## src/rtl/nibble_reg_loader_if.sv

```systemverilog
// Control/data bundle for the nibble-serial register loader: frame control,
// readback select and the register bank view.
interface nibble_reg_loader_if #(
   parameter int NUM_REGS  = 2,
   parameter int REG_WIDTH = 32,
   parameter int NIB_W     = 4,
   parameter int SEL_W     = 1
);
   localparam int IDX_W = $clog2(REG_WIDTH / NIB_W);

   logic                          start;
   logic [SEL_W-1:0]              start_sel;
   logic                          nib_valid;
   logic [NIB_W-1:0]              nib_in;
   logic                          abort;
   logic                          clr;
   logic [SEL_W-1:0]              rd_sel;
   logic [IDX_W-1:0]              rd_idx;
   logic [NUM_REGS*REG_WIDTH-1:0] regs;
   logic [NUM_REGS-1:0]           reg_valid;
   logic                          busy;
   logic                          done;
   logic                          err;
   logic [NIB_W-1:0]              rd_nib;

   modport master (
      output start, start_sel, nib_valid, nib_in, abort, clr, rd_sel, rd_idx,
      input  regs, reg_valid, busy, done, err, rd_nib
   );

   modport slave (
      input  start, start_sel, nib_valid, nib_in, abort, clr, rd_sel, rd_idx,
      output regs, reg_valid, busy, done, err, rd_nib
   );
endinterface

```

## src/rtl/nibble_reg_loader.sv

```systemverilog
// Loads one of NUM_REGS registers MSB-nibble first through a shadow buffer;
// the target only changes on a complete frame, one cycle after the last nibble.
module nibble_reg_loader #(
   parameter int NUM_REGS  = 2,
   parameter int REG_WIDTH = 32,
   parameter int NIB_W     = 4,
   parameter int SEL_W     = 1
) (
   input  logic                clk,
   input  logic                rst_n,
   nibble_reg_loader_if.slave  bus
);
   localparam int NNIB  = REG_WIDTH / NIB_W;
   localparam int CNT_W = $clog2(NNIB);

   typedef enum logic [1:0] {IDLE, LOAD, COMMIT} state_t;

   state_t                             state;
   logic [SEL_W-1:0]                   sel;
   logic [CNT_W-1:0]                   count;
   logic [REG_WIDTH-1:0]               shadow;
   logic [NUM_REGS-1:0][REG_WIDTH-1:0] bank;
   logic [NUM_REGS-1:0]                valid;
   logic                               busy_q, done_q, err_q;
   logic                               start_ok;

   assign start_ok = (int'(bus.start_sel) < NUM_REGS);

   always_ff @(posedge clk or negedge rst_n) begin
      if (!rst_n) begin
         state  <= IDLE;
         sel    <= '0;
         count  <= '0;
         shadow <= '0;
         bank   <= '0;
         valid  <= '0;
         busy_q <= 1'b0;
         done_q <= 1'b0;
         err_q  <= 1'b0;
      end else begin
         done_q <= 1'b0;
         err_q  <= 1'b0;
         case (state)
            IDLE: begin
               // clr outranks start on the same select; bad selects only flag err
               if (bus.clr && start_ok) begin
                  bank[bus.start_sel]  <= '0;
                  valid[bus.start_sel] <= 1'b0;
               end else if ((bus.clr || bus.start) && !start_ok) begin
                  err_q <= 1'b1;
               end else if (bus.start) begin
                  sel    <= bus.start_sel;
                  count  <= '0;
                  shadow <= '0;
                  busy_q <= 1'b1;
                  state  <= LOAD;
               end
            end
            LOAD: begin
               if (bus.start || bus.clr) err_q <= 1'b1;
               if (bus.abort) begin
                  busy_q <= 1'b0;
                  state  <= IDLE;
               end else if (bus.nib_valid) begin
                  shadow <= {shadow[REG_WIDTH-NIB_W-1:0], bus.nib_in};
                  count  <= count + 1'b1;
                  if (count == CNT_W'(NNIB - 1)) state <= COMMIT;
               end
            end
            COMMIT: begin
               bank[sel]  <= shadow;
               valid[sel] <= 1'b1;
               done_q     <= 1'b1;
               busy_q     <= 1'b0;
               state      <= IDLE;
            end
            default: state <= IDLE;
         endcase
      end
   end

   // Readback sees committed registers only; the shadow is never visible.
   always_comb begin
      bus.rd_nib = '0;
      if (int'(bus.rd_sel) < NUM_REGS)
         bus.rd_nib = bank[bus.rd_sel][bus.rd_idx*NIB_W +: NIB_W];
   end

   assign bus.regs      = bank;
   assign bus.reg_valid = valid;
   assign bus.busy      = busy_q;
   assign bus.done      = done_q;
   assign bus.err       = err_q;
endmodule

```

## src/flat_wrapper.sv

```systemverilog
// flat-port wrapper written by rule: the top's interface ports become plain ports
module nibble_reg_loader_flat 
#(
   parameter int NUM_REGS  = 2,
   parameter int REG_WIDTH = 32,
   parameter int NIB_W     = 4,
   parameter int SEL_W     = 1
)
  (clk, rst_n, bus_start, bus_start_sel, bus_nib_valid, bus_nib_in, bus_abort, bus_clr, bus_rd_sel, bus_rd_idx, bus_regs, bus_reg_valid, bus_busy, bus_done, bus_err, bus_rd_nib);
  nibble_reg_loader_if #(.NUM_REGS(NUM_REGS), .REG_WIDTH(REG_WIDTH), .NIB_W(NIB_W), .SEL_W(SEL_W)) bus_i ();
  input  logic clk;
  input  logic rst_n;
  input wire logic [$bits(bus_i.start)-1:0] bus_start;
  input wire logic [$bits(bus_i.start_sel)-1:0] bus_start_sel;
  input wire logic [$bits(bus_i.nib_valid)-1:0] bus_nib_valid;
  input wire logic [$bits(bus_i.nib_in)-1:0] bus_nib_in;
  input wire logic [$bits(bus_i.abort)-1:0] bus_abort;
  input wire logic [$bits(bus_i.clr)-1:0] bus_clr;
  input wire logic [$bits(bus_i.rd_sel)-1:0] bus_rd_sel;
  input wire logic [$bits(bus_i.rd_idx)-1:0] bus_rd_idx;
  output wire logic [$bits(bus_i.regs)-1:0] bus_regs;
  output wire logic [$bits(bus_i.reg_valid)-1:0] bus_reg_valid;
  output wire logic [$bits(bus_i.busy)-1:0] bus_busy;
  output wire logic [$bits(bus_i.done)-1:0] bus_done;
  output wire logic [$bits(bus_i.err)-1:0] bus_err;
  output wire logic [$bits(bus_i.rd_nib)-1:0] bus_rd_nib;
  assign bus_i.start = bus_start;
  assign bus_i.start_sel = bus_start_sel;
  assign bus_i.nib_valid = bus_nib_valid;
  assign bus_i.nib_in = bus_nib_in;
  assign bus_i.abort = bus_abort;
  assign bus_i.clr = bus_clr;
  assign bus_i.rd_sel = bus_rd_sel;
  assign bus_i.rd_idx = bus_rd_idx;
  assign bus_regs = bus_i.regs;
  assign bus_reg_valid = bus_i.reg_valid;
  assign bus_busy = bus_i.busy;
  assign bus_done = bus_i.done;
  assign bus_err = bus_i.err;
  assign bus_rd_nib = bus_i.rd_nib;
  nibble_reg_loader #(.NUM_REGS(NUM_REGS), .REG_WIDTH(REG_WIDTH), .NIB_W(NIB_W), .SEL_W(SEL_W)) u_core (.clk(clk), .rst_n(rst_n), .bus(bus_i));
endmodule
```

## config.mk

```make
export PLATFORM = sky130hd
export DESIGN_NAME = nibble_reg_loader_flat
export DESIGN_NICKNAME = d
export VERILOG_FILES = /design/src/rtl/nibble_reg_loader_if.sv /design/src/rtl/nibble_reg_loader.sv /design/src/flat_wrapper.sv
export SDC_FILE = /design/constraint.sdc
export NUM_CORES = 1
export LEC_CHECK = 0
export CORE_UTILIZATION = 32
export DETAILED_ROUTE_END_ITERATION = 12
export GPL_TIMING_DRIVEN = 0
export PLACE_DENSITY = 0.6
export SETUP_SLACK_MARGIN = 0.2
export SYNTH_ARGS = -nofsm -noshare
export SYNTH_HDL_FRONTEND = slang
export SYNTH_SLANG_ARGS = --single-unit
```

## constraint.sdc

```tcl
create_clock -name clk -period 5.1 [get_ports clk]
set_clock_uncertainty 0.1 [all_clocks]
set_input_delay 1.02 -clock clk [delete_from_list [all_inputs] [get_ports clk]]
set_output_delay 1.02 -clock clk [all_outputs]
set_load 0.005 [all_outputs]
```

==> results.md, run 1 <==
* Status: completed
* DRT Pass-1 Iters at 4
* Cells after Synth at ~380
* Synthesized area at 4810 um^2
* LEAKAGE at between 2 and 3 nW
* Yosys warns at 0
* PnR Total Power at 2.33 mW
* H-tree depth at 3
* Tightest Hold Check Type: flop to flop
* Part of the cycle the worst path needs at 0.807
* Register bit total from synthesis at around 110
* Register area share after synthesis at 0.556
* Post-CTS Setup Inserts at 0
* Ratio of cells with drive above 1 in the final layout at 0.121
* DIE WIDTH at 125 um
* Vias in the first global route at 3546
* Hold Fails Final Rpt at 0
* Worst hold slack at 419 ps
* Worst vdd ir at 0.000191 V
* Area leader, netlist: dfrtp_1
* Dpl hpwl at 8990 um
* Post-layout net count at 498
* Finished Core Util at 0.425
* Worst r2r src: u_core.state[1]
* Critical Path Max Stage Delay at between 600 and 700 ps
* Top post-synthesis cells by area: dfrtp_1 56%, a22o_1 12%, mux4_2 7.5%
* Max_slew headroom at 0.546
* Worst Hold Launch: u_core.count[1]
* Reg2reg setup slack at ~2800 ps
* Fmax at 243 MHz
* Final antenna-violating net count at 0
* Port bufs at 85
* Post-synth net total at 401
* Crit path cell chain: buf_2, buf_2, mux4_2, nand3_1, nand3_1, clkdlybuf4s50_1
* Vias at 3477
* Initial Util at 0.330
* Worst-path clk slew at 70 ps
* Top FF cell, synth: dfrtp_1
* Core footprint at 14600 um^2
* Antenna violations before repair at 2
* Post-Syn Area per Cell at 12.7 um^2
* WP data arrival at 3000 ps
* # Max-Cap Violations at 0
* Worst-margin pin slew at 682 ps
* CTS Buf Count at 9
* Final Slew Violations at 0
* WS Path Type: primary input to output port
* Post-synthesis cell type count at 30
* Clock Tree Buf Depth at 2
* Worst reg2reg path depth at 6
* Worst Hold Path EP: u_core.count[1]
* Synth top area share at 0.556
* Pin count of the biggest net entering global routing at 58
* Setup_tns at 0 ps
* FFs w/ async S/R, synth at 1.00
* CTS root buffer: clkbuf_16
* Pre-CTS setup slack at between 900 and 1000 ps
* Critical Path End Type: output port
* Die footprint at about 16000 um^2
* Cell Pwr Density at 375 nW/um^2
* Initial DRC count at 230
* PnR worst setup slack at 982 ps
* Vias per cell at ~5.2
* First-pass GRT wire length at 20300 um
* Clk_lat worst skew at 360 ps
* Final WL at 12600 um
* Hold-fix buffer count after cts at 0
* Cts repair resizes at 0
* Worst Path Required at approximately 4000 ps
* Setup Viol. Count Final at 0
* RSZ-0062 raised after global routing: false
* CP max stage cell: mux4_2
* WL/cell at 19.0 um
* Grt total ovfl at 0
* Height of the die at 125 um
* Worst hold path depth at 1
* GR Util All Layers at 0.170
* Clk sinks at 107
* Ports at 88
* DRC at 0
* Worst flop-to-flop path endpoint: u_core.bus.regs[25]
* Min Clock Period, post-route at 4120 ps
* Post-synth EDFFs at 0
* CTS tree: built
* Critical path launch point type: primary input
* CP Max Fanout at 10
* Gpl congestion at 0.824
* Row cnt at 44
* Area growth syn-to-layout at 28.8%
-- worst max-delay path: cells and delay by family --
kind,cells,cell delay [ps]
buffers and inverters,3,1140
multiplexers,1,620
AND/OR/NAND/NOR,2,210
-- routing by layer --
layer | track usage | vias up | wire, um
li1 | - | 1562 | -
met1 | 0.234 | 1786 | 5830
met2 | 0.254 | 113 | 5710
met3 | 0.0533 | 14 | 922
met4 | 0.0510 | 2 | 155
met5 | 0 | - | 13
-- power breakdown --
group          switching, mW  internal [mW]  leakage (nW)  total [mW]
combinational          0.323          0.249          1.12       0.573
clock                  0.317          0.344         0.130       0.660
sequential             0.128          0.968          1.47        1.10
-- cell type report --
class / count / area [um^2]
repair buffers: 86 / 876
fillers: 1329 / 8390
plain buffers: 27 / 164
inverters: 37 / 139
clock inverters: 6 / 41.3
flip-flops and latches: 107 / 2680
diodes: 1 / 2.50
well taps: 184 / 230
clock buffers: 10 / 239
multi-input cells: 207 / 1830
-- cell families after synthesis --
group / Yosys count / synth area share
buffers and inverters: 64 / 0.0629
adder cells (fa/ha/maj): 8 / 0.0208
AO/OA/AOI/OAI: 85 / 0.151
multiplexers: 53 / 0.153
AND/OR/NAND/NOR: 61 / 0.0569
flip-flops: 107 / 0.556
-- synth_stat cells, types with 3 or more instances --
master,n
dfrtp_1,107
a22o_1,66
nand2_1,38
inv_1,37
mux2i_1,34
buf_2,17
mux4_2,16
nand3_1,9
ha_1,8
a21oi_1,6
clkbuf_1,6
a22oi_1,5
nor2_1,4
buf_8,3
nor2b_1,3
-- cells in the final DEF (no fill, tap or decap) --
| cell type | count |
|---|---|
| buf_4 | 1 |
| nor4bb_1 | 1 |
| clkinv_2 | 2 |
| clkdlybuf4s50_1 | 84 |
| clkbuf_16 | 9 |
| mux2i_1 | 34 |
| a221oi_1 | 1 |
| a31oi_1 | 2 |
| clkinvlp_4 | 3 |
| inv_1 | 37 |
| a221oi_4 | 1 |
| a221o_1 | 1 |
| diode_2 | 1 |
| nand3b_1 | 1 |
| a21oi_1 | 6 |
| clkbuf_8 | 1 |
| clkbuf_1 | 6 |
| nor2_1 | 4 |
| buf_16 | 1 |
| clkinv_4 | 1 |
| o21a_1 | 1 |
| a21o_1 | 1 |
| nand3_1 | 9 |
| a211oi_1 | 1 |
| a22oi_1 | 5 |
| and4b_1 | 1 |
| buf_6 | 1 |
| and3_1 | 2 |
| buf_2 | 17 |
| dfrtp_1 | 107 |
| nand2_1 | 38 |
| nor2b_1 | 3 |
| ha_1 | 8 |
| buf_8 | 3 |
| mux2_2 | 2 |
| mux4_2 | 16 |
| mux2_1 | 1 |
| nand2b_1 | 2 |
| a22o_1 | 66 |
-- registers in the layout, indices dropped and copies added, names as in the netlist --
register / cells
u_core.bus.regs: 64
u_core.shadow: 32
u_core.count: 3
u_core.bus.reg_valid: 2
u_core.state: 2
u_core.bus.busy: 1
u_core.bus.done: 1
u_core.bus.err: 1
u_core.sel: 1
-- metrics by stage --
step | instance area, um^2 | instances
finish | 6200 | 665
global placement | 5900 | 647
CTS | 6200 | 664
detailed placement | 5920 | 648
floorplan | 4810 | 378
global route | 6200 | 665
-- worst max path at each step --
stage                        from                  end  slack, ps  cells after the start
floorplan           bus_rd_idx[0]        bus_rd_nib[2]       1820                      5
global placement            rst_n  u_core.bus.regs[50]      -1040                      1
detailed placement  bus_rd_idx[0]        bus_rd_nib[2]        970                      6
CTS                 bus_rd_idx[0]        bus_rd_nib[2]        960                      6
global route        bus_rd_idx[0]        bus_rd_nib[2]        890                      6
finish              bus_rd_idx[0]        bus_rd_nib[2]        980                      6
No activity file was read; power rests on OpenSTA's default activity.
==> run 2, diff against run 1 <==
PLACE_DENSITY = 0.62   (was 0.6)
clock period = 3.3 ns   (was 5.1 ns; I/O delays follow)
==> run 2 against run 1 <==
Effect of this change: die area stayed put; sequential share of layout area is 0.75 points lower; wire length hardly changed; non-clock buffer count stayed put; combinational power is 57% higher; via count is 1.4% lower; largest cell class unchanged; largest power group unchanged.
==> results.md, run 2 (synthesis gave the netlist of run 1 again) <==
* Status: completed
* WP data arrival at 2260 ps
* Tightest Hold Check Type: primary input to async pin
* First-pass GRT wire length at 19900 um
* Met1 Resource Use GR at 0.233
* Height of the die at between 100 and 150 um
* Gr busiest metal: met2
* Clk_lat worst skew at between 300 and 400 ps
* Critical Path End Type: output port
* LEAKAGE at between 2 and 3 nW
* Reg2reg setup slack at 1070 ps
* Max_slew headroom at 0.576
* Vias in the first global route at 3439
* Clock Tree Buf Depth at 2
* Cell Pwr Density at 603 nW/um^2
* DIE WIDTH at approximately 120 um
* Worst-margin pin slew at 637 ps
* Hold Fails Final Rpt at 0
* Initial Util at 0.330
* Worst vdd ir at 0.000243 V
* CTS Buf Count at 9
* Vias at 3428
* CP Max Fanout at 10
* H-tree depth at 3
* Worst hold slack at 162 ps
* Antenna violations before repair at 0
* CTS root buffer: clkbuf_16
* DRC at 0
* Final Slew Violations at 0
* Commonest non-fill, non-tap cell in the layout: dfrtp_1
* Worst-path clk slew at approximately 70 ps
* Ports at 88
* Worst reg2reg path depth at 6
* Hold-fix buffer count after cts at 0
* Final antenna-violating net count at 0
* Worst flop-to-flop path endpoint: u_core.bus.regs[4]
* Port bufs at 85
* Grt total ovfl at 0
* Most frequent cells in the layout: 107 x dfrtp_1, 82 x clkdlybuf4s50_1, 66 x a22o_1
* WS Path Type: primary input to output port
* Part of the cycle the worst path needs at 0.914
* Fmax at around 330 MHz
* Clk sinks at 107
* GR Util All Layers at 0.168
* Ratio of cells with drive above 1 in the final layout at 0.129
* Met2 Track Usage GR at 0.256
* Setup_tns at 0 ps
* Row cnt at 44
* Pin count of the biggest net entering global routing at 75
* N_diodes at 0
* Dpl hpwl at 8990 um
* DRT Pass-1 Iters at 4
* Core footprint at 14600 um^2
* Die footprint at 15500 um^2
* Gpl congestion at 0.828
* FILL cells at 1352
* Area growth syn-to-layout at 31.1%
* RSZ-0062 raised after global routing: false
* Final WL at 12600 um
* M3 GR Usage at 0.0425
* Post-layout net count at 498
* WL/cell at 19.0 um
* Setup Viol. Count Final at 0
* Max reg flops at 64
* Min Clock Period, post-route at between 3000 and 4000 ps
* Worst Path Required at 2540 ps
* Post-CTS Setup Inserts at 0
* Vias per cell at 5.16
* Initial DRC count at 239
* Critical path launch point type: primary input
* Worst r2r src: u_core.state[1]
* # Max-Cap Violations at 0
* Finished Core Util at 0.433
* CTS tree: built
-- run 2: changes by cell type in the layout (fill, tap and decap cells not counted), sizes merged --
| cell | change |
|---|---|
| clkinvlp | -2 |
| dlymetal6s2s | +2 |
| clkbuf | -1 |
| bufinv | +3 |
| clkdlybuf4s50 | -2 |
| diode | -1 |
-- run 2: area by class of cell --
type,count,area (um^2),share of cell area
multi-input cells,207,1850,0.293
plain buffers,27,193,0.0305
clock buffers,9,225,0.0357
repair buffers,86,881,0.140
well taps,184,230,0.0365
flip-flops and latches,107,2680,0.424
clock inverters,7,116,0.0184
inverters,37,139,0.0220
-- run 2: how the worst max path moves through the flow --
stage	startpoint	end	slack, ps	cells after the start
after global placement	rst_n	u_core.bus.regs[24]	-2500	1
after global routing	bus_rd_sel	bus_rd_nib[1]	210	6
final	bus_rd_sel	bus_rd_nib[1]	280	6
after CTS	bus_rd_idx[0]	bus_rd_nib[2]	190	6
after detailed placement	bus_rd_idx[0]	bus_rd_nib[2]	-120	6
after floorplan	bus_rd_idx[0]	bus_rd_nib[2]	740	5
-- run 2: layer usage --
| layer | routed length (um) | share of wire |
|---|---|---|
| met5 | 0 | 0 |
| met4 | 136 | 0.011 |
| met3 | 899 | 0.071 |
| met2 | 5910 | 0.47 |
| met1 | 5700 | 0.45 |
-- run 2: where the power goes --
group	total, mW	internal [mW]	switching, mW
clock network	1.22	0.740	0.481
registers	1.69	1.50	0.194
logic	0.897	0.391	0.507
total	3.81	2.63	1.18
-- run 2: through the flow --
| stage | instances | setup slack [ps] | total power [mW] | instance area [um^2] |
|---|---|---|---|---|
| 2_1_floorplan | 378 | 740 | 2.31 | 4810 |
| 3_3_place_gp | 647 | -2500 | 2.57 | 5900 |
| 3_5_place_dp | 648 | -122 | 2.61 | 5920 |
| 4_1_cts | 664 | 187 | 3.84 | 6280 |
| 5_1_grt | 664 | 211 | 4.00 | 6310 |
| 6_report | 664 | 285 | 3.81 | 6310 |
-- run 2: timing repair --
item                       4_1_cts  5_1_grt
pin swaps                        0        0
gates resized for setup          7        9
setup endpoints to repair        4        3
-- run 2: worst max-delay path, stage by stage --
cell	delay [ps]
buf_4	190
buf_8	190
mux4_2	350
a22oi_1	240
nand3_1	140
clkdlybuf4s50_1	470
==> variant 1, RTL diff (settings of run 1) <==
`REG_WIDTH` is set to 32 in 3 places; all go to 64.
--- a/src/rtl/nibble_reg_loader_if.sv
+++ b/src/rtl/nibble_reg_loader_if.sv
@@ -2,7 +2,7 @@
 // readback select and the register bank view.
 interface nibble_reg_loader_if #(
    parameter int NUM_REGS  = 2,
-   parameter int REG_WIDTH = 32,
+   parameter int REG_WIDTH = 64,
    parameter int NIB_W     = 4,
    parameter int SEL_W     = 1
 );
--- a/src/rtl/nibble_reg_loader.sv
+++ b/src/rtl/nibble_reg_loader.sv
@@ -2,7 +2,7 @@
 // the target only changes on a complete frame, one cycle after the last nibble.
 module nibble_reg_loader #(
    parameter int NUM_REGS  = 2,
-   parameter int REG_WIDTH = 32,
+   parameter int REG_WIDTH = 64,
    parameter int NIB_W     = 4,
    parameter int SEL_W     = 1
 ) (
--- a/src/flat_wrapper.sv
+++ b/src/flat_wrapper.sv
@@ -2,7 +2,7 @@
 module nibble_reg_loader_flat 
 #(
    parameter int NUM_REGS  = 2,
-   parameter int REG_WIDTH = 32,
+   parameter int REG_WIDTH = 64,
    parameter int NIB_W     = 4,
    parameter int SEL_W     = 1
 )
Ports: changed (resized bus_rd_idx and bus_regs); port bits go from 88 to 153. The function was not compared with the original's and may differ.
==> variant 1 against run 1 <==
  * Register-to-register slack got worse by 0.64 ns
  * Global-route usage rose by 2.8 points
  * Design area rose by 78%
  * Synthesized cell count rose by 46%
  * Clock power rose by 140%
  * First-iteration DRC count rose by 120%
  * Via count rose by 72%
  * Wire length rose by 110%
  * Worst setup slack got worse by 0.70 ns
  * Sequential cell count rose by 97
  * Power rose by 77%
  * Maximum frequency fell by 14%
  * Count of clock-buffer cells in the layout rose by 22
  * Area after synthesis rose by 74%
==> variant 1: results (changes against run 1) <==
Synth
  • Net Count, Synth: 576 (was 401)
  • Distinct cell type count after synthesis: 26 (was 30)
  • Seq/Total Area, Yosys: 61.0% (was 55.6%)
  • Synthesized area per cell: 15.1 um2 (was 12.7 um2)
  • Most frequent cells after synthesis: dfrtp_1 (204), a22o_1 (194), mux4_2 (40) (was dfrtp_1 (107), a22o_1 (66), nand2_1 (38))
  • Synth area leaders: dfrtp_1 (61%), a22o_1 (20%), mux4_2 (11%), clkbuf_1 (1.3%), ha_1 (1.0%) (was dfrtp_1 (56%), a22o_1 (12%), mux4_2 (7.5%), mux2i_1 (7.1%), nand2_1 (3.0%))
  • Main synth FF type: dfrtp_1 (unchanged)

Detailed routing
  • WL/cell: 24.2 um (was 19.0 um)
  • Initial DRT Pass Iterations: 5 (was 4)
  • Iteration-0 DRC count of the detailed router: 495 (was 230)
  • Post-Route WL: 26,000 um (was 12,600 um)
  • Vias: 5,993 (was 3,477)

Clock tree
  • TritonCTS buffer count: 23 (was 9)
  • Clock latency on the worst-skew pair: 0.49 ns (was 0.36 ns)
  • Clock-pin slew on the worst setup and hold paths: 0.05 ns (was 0.07 ns)
  • Max Root-Sink Buffers: 3 (was 2)
  • H-tree depth: 1 (was 3)

Pwr
  • Internal Power: 2.88 mW (was 1.56 mW)
  • Max IR drop VDD: 0.144 mV (was 0.191 mV)
  • Leakage: 4.88 nW (was 2.73 nW)

Final layout
  • Final-stage net count: 751 (was 498)
  • Share of cells above drive strength 1: 13.3% (was 12.1%)
  • Layout filler cell count: 2,322 (was 1,329)
  • Total inserted antenna cells: 0 (was 1)
  • Largest register FFs: 128 (was 64)

Placed design
  • Cells after DPL: 1,033 (was 648)
  • PortBufs: 149 (was 85)
  • Place WS: -0.120 ns (was 0.968 ns)
  • Gpl congestion: 0.823 (was 0.824)
  • Post-DP HPWL: 17,900 um (was 8990 um)

GRT
  • Pin count of the biggest net entering global routing: 114 (was 58)
  • GRT Util Overall: 19.8% (was 17.0%)
  • Antenna violations before repair: 0 (was 2)
  • First-pass GRT wire length: 39,200 um (was 20,300 um)

Setup path
  • Max Fanout on Critical Path: 10 (unchanged)

Run status
  • Status: finished clean (unchanged)

Min path
  • Hold WC Path Type: reg2reg (unchanged)

Timing
  • Worst slew margin: 38.1% (was 54.6%)
-- variant 1: path summary, 6_finish.rpt --
path                                      from                   end  slack [ns]  cells after the start
setup / recovery                 bus_rd_idx[1]         bus_rd_nib[0]        0.28                      6
hold / removal             u_core.bus.regs[38]   u_core.bus.regs[38]        0.42                      1
setup reg to reg               u_core.state[1]     u_core.shadow[63]        2.18                      8
hold reg to reg            u_core.bus.regs[38]   u_core.bus.regs[38]        0.42                      1
max in group asynchronous                rst_n  u_core.bus.regs[103]        3.48                      2
min in group asynchronous                rst_n    u_core.bus.regs[7]        0.51                      1
-- variant 1: layout make-up --
class	instances	area [um2]	share of cell area (%)
Buffer	51	228	2.06
Clock buffer	32	629	5.71
Clock inverter	8	76.3	0.692
Inverter	8	30.0	0.272
Multi-Input combinational cell	290	3030	27.4
Sequential cell	204	5100	46.3
Tap cell	330	413	3.74
Timing Repair Buffer	150	1520	13.8
-- variant 1: worst max-delay path, stage by stage --
cell	delay, ns
clkdlybuf4s50_1	0.59
buf_2	0.39
mux4_2	0.42
mux4_2	0.49
mux2_2	0.31
clkdlybuf4s50_1	0.46
-- variant 1: routing by layer --
metal / share of wire, % / routed length (um) / GRT usage, % / vias up
met3: 6.7 / 1750 / 3.13 / 26
met2: 47 / 12100 / 30.8 / 237
met5: 0 / 0 / 0 / -
li1: - / - / - / 2557
met4: 1.4 / 376 / 4.12 / 0
met1: 45 / 11800 / 29.1 / 3173
-- variant 1: repair_timing --
item,in CTS,in global routing
setup endpoints to repair,4,0
resized for setup,6,0
buffers inserted,0,0
-- variant 1: kinds of logic (layout without fill, tap and decap cells) --
group | after synthesis | count (layout) | synth area share, %
DFF | 204 | 204 | 61.0
and+or+nand+nor | 22 | 22 | 1.30
muxes | 47 | 47 | 11.7
adders and majority gates | 7 | 7 | 1.05
AOI/OAI and AO/OA | 214 | 214 | 22.0
buffers and inverters | 59 | 249 | 3.03
-- variant 1: power by group through the flow --
stage / logic (mW) / registers (mW) / clock network, mW
CTS: 0.798 / 1.78 / 1.58
floorplan: 0.458 / 1.79 / 0
global route: 0.866 / 1.79 / 1.65
detailed placement: 0.798 / 1.81 / 0
finish: 0.793 / 1.78 / 1.56
global placement: 0.782 / 1.81 / 0
-- variant 1: stage by stage --
stage / cell area [um2] / hold WS, ns / power [mW] / TNS (ns)
6_report: 11000 / 0.422 / 4.13 / 0
5_1_grt: 11000 / 0.449 / 4.31 / 0
4_1_cts: 11000 / 0.427 / 4.16 / 0
3_5_place_dp: 10300 / 0.410 / 2.61 / -0.346
3_3_place_gp: 10300 / 0.401 / 2.59 / -1150.27
2_1_floorplan: 8370 / 0.376 / 2.25 / 0
==> variant 2, RTL diff (config.mk and constraints of run 1) <==
Made on the original files. Encoding of `state_t`: now one-hot (3 bits for 3 states).
--- a/src/rtl/nibble_reg_loader.sv
+++ b/src/rtl/nibble_reg_loader.sv
@@ -13,7 +13,7 @@
    localparam int NNIB  = REG_WIDTH / NIB_W;
    localparam int CNT_W = $clog2(NNIB);
 
-   typedef enum logic [1:0] {IDLE, LOAD, COMMIT} state_t;
+   typedef enum logic [2:0] {IDLE = 3'b001, LOAD = 3'b010, COMMIT = 3'b100} state_t;
 
    state_t                             state;
    logic [SEL_W-1:0]                   sel;
Formal check against the unedited RTL: same outputs for any inputs over 10 cycles, from zero or initial values and one cycle with rst_n low; not proved beyond that.
==> variant 2 against run 1 <==
  * Count of clock-buffer cells in the layout up 1
  * Sequential cell count up 1
  * Design area is 4.8% lower
  * Die area fell by 5.9%
  * Wire length is 2.7% lower
  * Worst setup slack improved by 0.022 ns
  * Critical path depth unchanged
  * Area after synthesis shrank 6.0%
  * Critical endpoint is now bus_rd_nib[1]
  * Largest cell class unchanged
Power is not compared: it rests on default switching activity, and its combinational part moved more than twofold at a synthesized area within 25%.
==> variant 2: results (changes against run 1) <==
Run status
  • Status: finished clean (unchanged)

Synth
  • Distinct cell type count after synthesis: 33 (was 30)
  • Net Count, Synth: 319 (was 401)
  • Synthesized area per cell: 15.0 um2 (was 12.7 um2)
  • Most frequent cells after synthesis: dfrtp_1 (107), a22o_1 (98), mux4_2 (16) (was dfrtp_1 (107), a22o_1 (66), nand2_1 (38))

Setup path
  • Crit path arrival time: 2.98 ns (was 3.00 ns)
  • R2R setup slack: 2.99 ns (was 2.82 ns)
  • CP startpoint: bus_rd_sel (was bus_rd_idx[0])
  • RR Endpoint: u_core.bus.regs[27] (was u_core.bus.regs[25])
  • Critical path's slowest cell: clkdlybuf4s50_1 (was mux4_2)
  • Max incr delay on CP: 0.46 ns (was 0.62 ns)

GRT
  • M3 GR Usage: 3.85% (was 5.33%)
  • GR Util met2: 27.6% (was 25.4%)
  • Pin count of the biggest net entering global routing: 71 (was 58)
  • M1 GR Usage: 25.2% (was 23.4%)

Detailed routing
  • Via density: 5.46 (was 5.23)
  • WL/cell: 21.1 um (was 19.0 um)
  • Iteration-0 DRC count of the detailed router: 231 (was 230)

Final layout
  • Footprint of the multi-input gates: 1600 um2 (was 1830 um2)
  • Non-clk bufs: 114 (was 113)
  • Total inserted antenna cells: 0 (was 1)
  • Clock buffers: 11 (was 10)
  • #MultiIn Comb: 165 (was 207)
  • Share of cells above drive strength 1: 15.8% (was 12.1%)
  • Signal buf overhead: 18.4% (was 16.8%)
  • FF/Latch Area: 2700 um2 (was 2680 um2)

Placed design
  • Post-DP HPWL: 8560 um (was 8990 um)
  • Cells after DPL: 568 (was 648)
  • Place WS: 1.00 ns (was 0.968 ns)

Min path
  • Hold_sp: u_core.bus.reg_valid[1] (was u_core.count[1])
  • Worst hold path endpoint: u_core.bus.reg_valid[1] (was u_core.count[1])

Clock tree
  • Clk sink count: 108 (was 107)
variant 2: kinds of logic (layout without fill, tap and decap cells):
| family | after synthesis | in the layout | synth area share (%) |
|---|---|---|---|
| AOI/OAI and AO/OA | 111 | 111 | 21.3 |
| muxes | 18 | 18 | 8.46 |
| DFF | 108 | 108 | 59.8 |
| adders and majority gates | 2 | 2 | 0.553 |
| buffers and inverters | 29 | 131 | 4.92 |
| and+or+nand+nor | 34 | 34 | 5.03 |
variant 2: worst max-delay path by stage:
stage	end	slack [ns]
finish	bus_rd_nib[1]	1.00
detailed placement	bus_rd_nib[1]	1.00
global route	bus_rd_nib[2]	0.92
global placement	u_core.shadow[2]	-1.03
CTS	bus_rd_nib[1]	1.00
floorplan	bus_rd_nib[2]	1.88
variant 2: metrics by stage:
stage | instance area (um2) | power [mW]
3_3_place_gp | 5600 | 0.976
3_5_place_dp | 5620 | 0.980
5_1_grt | 5910 | 1.69
2_1_floorplan | 4520 | 0.928
6_report | 5910 | 1.63
4_1_cts | 5910 | 1.64
variant 2: power groups by stage:
stage,registers (mW),logic [mW],clock network [mW]
2_1_floorplan,0.883,0.0445,0
3_3_place_gp,0.884,0.0917,0
3_5_place_dp,0.884,0.0956,0
4_1_cts,0.867,0.0959,0.681
5_1_grt,0.868,0.103,0.719
6_report,0.867,0.0937,0.669
variant 2: per-layer routing:
metal	routed length, um	share of wire [%]	vias up
li1	-	-	1394
met1	5600	46	1672
met2	5850	48	113
met3	696	5.7	12
met4	145	1.2	0
met5	0	0	-
variant 2: critical path: cells and delay by family:
kind,cells,cell delay (ns)
AO/OA/AOI/OAI,1,0.30
buffers and inverters,3,1.12
multiplexers,1,0.40
AND/OR/NAND/NOR,1,0.13
